**src/rtl/fetch_stage.sv**
```systemverilog
// -----------------------------------------------------------------------------
// fetch_stage
//   Instruction-fetch stage plus the IF/ID pipeline register of the pipelined
//   RV64 core. Owns the architectural PC, presents it combinationally to the
//   instruction memory and latches the returned instruction together with its
//   PC and PC+4. Decode stalls freeze the stage; EX redirects reload the PC and
//   squash the wrong-path instruction by inserting a bubble into IF/ID.
//
// Ports
//   clock            in   rising-edge clock
//   reset            in   asynchronous active-high reset
//   stall            in   decode hazard, hold PC / IF/ID / counter
//   redirect_valid   in   taken branch/jump resolved in EX this cycle
//   redirect_target  in   new fetch PC (low two bits forced to zero)
//   imem_addr        out  instruction memory address (= PC register)
//   imem_data        in   instruction memory read data, same cycle
//   if_id_pc         out  PC of the instruction held in IF/ID
//   if_id_pc_plus4   out  if_id_pc + 4
//   if_id_instr      out  instruction held in IF/ID (NOP_INSTR for a bubble)
//   if_id_valid      out  IF/ID holds a real instruction
//   misaligned       out  sticky: some redirect target had bits[1:0] != 0
//   fetch_count      out  number of valid instructions loaded into IF/ID
// -----------------------------------------------------------------------------
module fetch_stage #(
  parameter logic [63:0] RESET_PC    = 64'h0,
  parameter int          PC_WIDTH    = 64,
  parameter int          INSTR_WIDTH = 32,
  parameter logic [31:0] NOP_INSTR   = 32'h00000013,
  parameter int          CNT_WIDTH   = 32
) (
  input  logic                   clock,
  input  logic                   reset,
  input  logic                   stall,
  input  logic                   redirect_valid,
  input  logic [PC_WIDTH-1:0]    redirect_target,
  output logic [PC_WIDTH-1:0]    imem_addr,
  input  logic [INSTR_WIDTH-1:0] imem_data,
  output logic [PC_WIDTH-1:0]    if_id_pc,
  output logic [PC_WIDTH-1:0]    if_id_pc_plus4,
  output logic [INSTR_WIDTH-1:0] if_id_instr,
  output logic                   if_id_valid,
  output logic                   misaligned,
  output logic [CNT_WIDTH-1:0]   fetch_count
);

  localparam logic [PC_WIDTH-1:0]    PC_STEP   = PC_WIDTH'(4);
  localparam logic [PC_WIDTH-1:0]    PC_INIT   = RESET_PC[PC_WIDTH-1:0];
  localparam logic [INSTR_WIDTH-1:0] NOP_VALUE = NOP_INSTR[INSTR_WIDTH-1:0];

  logic [PC_WIDTH-1:0]    r_pc;
  logic [PC_WIDTH-1:0]    r_ifIdPc;
  logic [PC_WIDTH-1:0]    r_ifIdPcPlus4;
  logic [INSTR_WIDTH-1:0] r_ifIdInstr;
  logic                   r_ifIdValid;
  logic                   r_misaligned;
  logic [CNT_WIDTH-1:0]   r_fetchCount;

  logic [PC_WIDTH-1:0]    w_pcPlus4;
  logic [PC_WIDTH-1:0]    w_redirectPc;
  logic                   w_targetMisaligned;

  // Sequential PC increment wraps naturally modulo 2^PC_WIDTH. Redirect
  // targets are word-aligned by clearing the low two bits; those bits are
  // kept only to raise the sticky misaligned flag.
  always_comb begin
    w_pcPlus4          = r_pc + PC_STEP;
    w_redirectPc       = {redirect_target[PC_WIDTH-1:2], 2'b00};
    w_targetMisaligned = |redirect_target[1:0];
  end

  // PC register. Redirect wins over stall, stall wins over sequential fetch.
  always_ff @(posedge clock or posedge reset) begin
    if (reset) begin
      r_pc <= PC_INIT;
    end else if (redirect_valid) begin
      r_pc <= w_redirectPc;
    end else if (!stall) begin
      r_pc <= w_pcPlus4;
    end
  end

  // IF/ID register and fetch counter. A redirect squashes the instruction
  // fetched this cycle (it came from the wrong path) by loading a bubble; the
  // PC fields are left alone because a bubble carries no meaningful PC.
  always_ff @(posedge clock or posedge reset) begin
    if (reset) begin
      r_ifIdPc      <= '0;
      r_ifIdPcPlus4 <= '0;
      r_ifIdInstr   <= NOP_VALUE;
      r_ifIdValid   <= 1'b0;
      r_fetchCount  <= '0;
    end else if (redirect_valid) begin
      r_ifIdInstr <= NOP_VALUE;
      r_ifIdValid <= 1'b0;
    end else if (!stall) begin
      r_ifIdPc      <= r_pc;
      r_ifIdPcPlus4 <= w_pcPlus4;
      r_ifIdInstr   <= imem_data;
      r_ifIdValid   <= 1'b1;
      r_fetchCount  <= r_fetchCount + 1'b1;
    end
  end

  // Sticky debug flag: once any redirect asks for a non-word-aligned target it
  // stays set until the next reset.
  always_ff @(posedge clock or posedge reset) begin
    if (reset) begin
      r_misaligned <= 1'b0;
    end else if (redirect_valid && w_targetMisaligned) begin
      r_misaligned <= 1'b1;
    end
  end

  // All outputs come straight from registers, so stall and redirect have no
  // combinational path to any output.
  always_comb begin
    imem_addr      = r_pc;
    if_id_pc       = r_ifIdPc;
    if_id_pc_plus4 = r_ifIdPcPlus4;
    if_id_instr    = r_ifIdInstr;
    if_id_valid    = r_ifIdValid;
    misaligned     = r_misaligned;
    fetch_count    = r_fetchCount;
  end

endmodule
```
**config.mk**
```make
export PLATFORM = sky130hd
export DESIGN_NAME = fetch_stage
export DESIGN_NICKNAME = d
export VERILOG_FILES = /design/src/rtl/fetch_stage.sv
export SDC_FILE = /design/constraint.sdc
export NUM_CORES = 1
export LEC_CHECK = 0
export ABC_AREA = 1
export CORE_MARGIN = 10
export CORE_UTILIZATION = 48
export CTS_CLUSTER_SIZE = 40
export DETAILED_ROUTE_END_ITERATION = 16
export PLACE_DENSITY = 0.83
export SLEW_MARGIN = 15
export SYNTH_ARGS = -nofsm -noshare
export SYNTH_HDL_FRONTEND = slang
export SYNTH_SLANG_ARGS = --single-unit
export TNS_END_PERCENT = 10
```
**constraint.sdc**
```tcl
create_clock -name clock -period 12.1 [get_ports clock]
set_input_delay 2.42 -clock clock [delete_from_list [all_inputs] [get_ports clock]]
set_output_delay 2.42 -clock clock [all_outputs]
set_load 0.03 [all_outputs]
```
==> flow_metrics.tcl <==
set metrics [dict create \
    max_slew.worst_pin.slew_ps 1010 \
    maxSlewViolCount 0 \
    hold_start "if_id_pc[15]" \
    hold_viol 0 \
    drt.antenna.violating_nets 0 \
    cts_buffers 27 \
    dr_total_vias 11713 \
    post_cts_buffers 0 \
    hp-class "reg -> reg" \
    setup_viol 0 \
    synth.area.top_cells "dfrtp_1 (52%), nand2_1 (18%), nand3_1 (4.4%)" \
    grt_max_degree 107 \
    p_leak_nw 8.03 \
    cts_sinks 252 \
    hold_path_depth 2 \
    max-cap-violations 0 \
    cts_htree_levels 1 \
    reg2reg_slack_ps 9860 \
    r2r-end "if_id_pc_plus4[35]" \
    power_w 0.00258 \
    place_area_sq_mm 0.0158 \
    end_kind "register" \
    port_buffers 351 \
    drt-initial-drc-count 1393 \
    critical_path.cell_chain "buf_2 -> buf_4 -> clkinv_2 -> nand2_8 -> clkinv_2 -> buf_4 -> nand3_1 -> o211ai_1" \
    synth_warnings 0 \
    ctsResizeCount 0 \
    slowest_delay_ps 650 \
    synth_top_area_share 0.516 \
    die_area_sq_mm 0.0319 \
    fin_crit_ps 5110 \
    p_int_w 0.00173 \
    start_kind "input port" \
    grt_pass1_vias 11539 \
    die_w_um 179 \
    holdPathEnd "if_id_pc[15]" \
    ys_ff_latch 252 \
    firstDrtPassIters 5 \
    fp.coreArea_sq_mm 0.0245 \
    hold_buffers 0 \
    tns_ps 0 \
    outcome "finished, final reports clean" \
    netlist_area_sq_mm 0.0121 \
    power_frac_seq 0.404 \
    dp.cells 2138 \
    powerDensity_mw_per_mm2 154 \
    layout-drive-gt1-share 0.0591 \
    cp.arrival_ps 5500 \
    ir_drop_v 0.0000859 \
    root_buffer "clkbuf_16" \
    finClkSkew_ps 14.2 \
    stdcell_count 2186 \
    drt-wirelength-per-cell_um 19.9 \
    critical_path.max_fanout 101 \
    fin_area_sq_mm 0.0167 \
    areaGrowthSynthToFinish_pct 38.5 \
    grt_remaining_overflow 0 \
    clk_latency_ps 540 \
    gp_congestion 0.949 \
    start_util 0.492 \
    clock_path_buffers 3 \
    worstSetupPathType "in -> reg" \
    antenna_cells 0 \
    max_freq_mhz 196 \
    path_clk_slew_ps 60 \
    cts_tree "yes" \
    dp_hpwl_mm 32.1 \
    nNetsFinal 1945 \
    yosysTopAreaCell "dfrtp_1" \
    r2r_start "imem_addr[16]" \
    combPwrFrac 0.261 \
    worst_r2r_path_depth 9 \
    fin_crit_sh 0.422 \
    drt_wl_total_mm 43.6 \
    die_h_um 179 \
    pwr-share-clk 0.334 \
    vias_per_cell 5.36 \
    top_level_ports 358 \
    grtUsageTotal 0.262 \
    required_ps 12490 \
    cp_slowest_cell "clkinv_2" \
    ys_seq_area_frac 0.523 \
    grt_pass1_wl_mm 65.6 \
    slew_headroom 0.325 \
    synth_cell_type_count 38 \
    avgSynthCellArea_sq_um 8.01 \
    core.rowCount 57 \
    antenna_found_initial 0 \
    rsz0062_at_grt "false" \
    synthCells 1506 \
    switching_share 0.330 \
    drc 0 \
    p_switching_w 0.000850 \
]
==> cell families (layout without fill, tap and decap cells) <==
| kind of cell | Yosys count | in the layout | synth area share |
|---|---|---|---|
| compound gates | 152 | 152 | 0.0744 |
| xor+xnor | 36 | 36 | 0.0261 |
| fa+ha+maj | 2 | 2 | 0.00207 |
| buf+inv | 197 | 548 | 0.0682 |
| flops | 252 | 252 | 0.523 |
| other cells | 1 | 6 | 0.000311 |
| simple gates | 866 | 866 | 0.306 |
==> how the worst max path moves through the flow <==
stage	startpoint	to
after floorplan	reset	fetch_count[0]
after global placement	redirect_valid	imem_addr[24]
after detailed placement	redirect_valid	imem_addr[20]
after CTS	redirect_valid	imem_addr[20]
after global routing	redirect_valid	imem_addr[20]
final	redirect_valid	imem_addr[20]
==> layout by cell type (no fill, tap or decap), types with 7 or more instances in the layout <==
cell type,synthesis,final
xor2_1,22,22
nand4_1,12,12
dfrtp_1,249,249
nand2_2,11,11
clkbuf_16,0,27
a22o_1,29,29
o21ai_1,12,12
nor2_2,14,14
nand3_1,106,106
o21ai_0,93,93
nand2_1,570,570
buf_4,6,7
xnor2_1,14,14
a21oi_1,9,9
nor2_4,10,11
nor2_1,120,119
clkdlybuf4s50_1,0,350
inv_1,135,133
==> worst max-delay path: cells and delay by family <==
kind	cells	cell delay [ps]
AOI/OAI and AO/OA	1	110
and+or+nand+nor	2	750
buffers and inverters	5	2150
==> routing by layer <==
layer / vias up / global-route usage / part of all wire
met3: 104 / 0.0865 / 0.12
met2: 626 / 0.407 / 0.45
li1: 5410 / - / -
met1: 5573 / 0.331 / 0.39
met4: 0 / 0.108 / 0.040
met5: - / 0 / 0
==> metrics by stage <==
| step | hold slack [ps] | setup WS (ps) | utilization |
|---|---|---|---|
| after CTS | 482 | 6940 | 0.681 |
| after floorplan | 591 | 2760 | - |
| final | 478 | 6990 | 0.681 |
| after global routing | 495 | 6710 | 0.681 |
| after detailed placement | 465 | 6390 | 0.644 |
| after global placement | 463 | 6470 | 0.644 |
==> state kept, by name, summed over array words and instances, names as in the netlist <==
name,count
misaligned,1
imem_addr,62
if_id_valid,1
fetch_count,32
if_id_pc,62
if_id_pc_plus4,62
if_id_instr,32
==> cell type report <==
cell class	instances	area [sq um]
inverter	142	543
sequential	252	6310
clock buffer	38	767
multi-input combinational	1062	4970
clock inverter	10	156
fill	2003	7820
tap	324	405
timing repair buffer	358	3560
==> cell usage after synthesis, drive strengths merged <==
master  count
a21oi       9
a22o       29
buf        30
clkbuf     25
clkinv      4
conb        1
dfrtp     249
dfstp       3
ha          2
inv       138
nand2     588
nand3     110
nand3b      4
nand4      12
nor2      146
nor3        5
nor3b       1
o211ai      3
o21ai     107
o21bai      1
o22a        3
xnor2      14
xor2       22
==> power by group through the flow <==
stage	Combinational [W]	Clock [W]	Sequential, W
after floorplan	0.000167	0	0.00123
after global placement	0.000665	0	0.00105
after detailed placement	0.000675	0	0.00105
after CTS	0.000679	0.000874	0.00104
after global routing	0.000715	0.000914	0.00105
final	0.000673	0.000861	0.00104
Power figures use the tool's default switching activity.
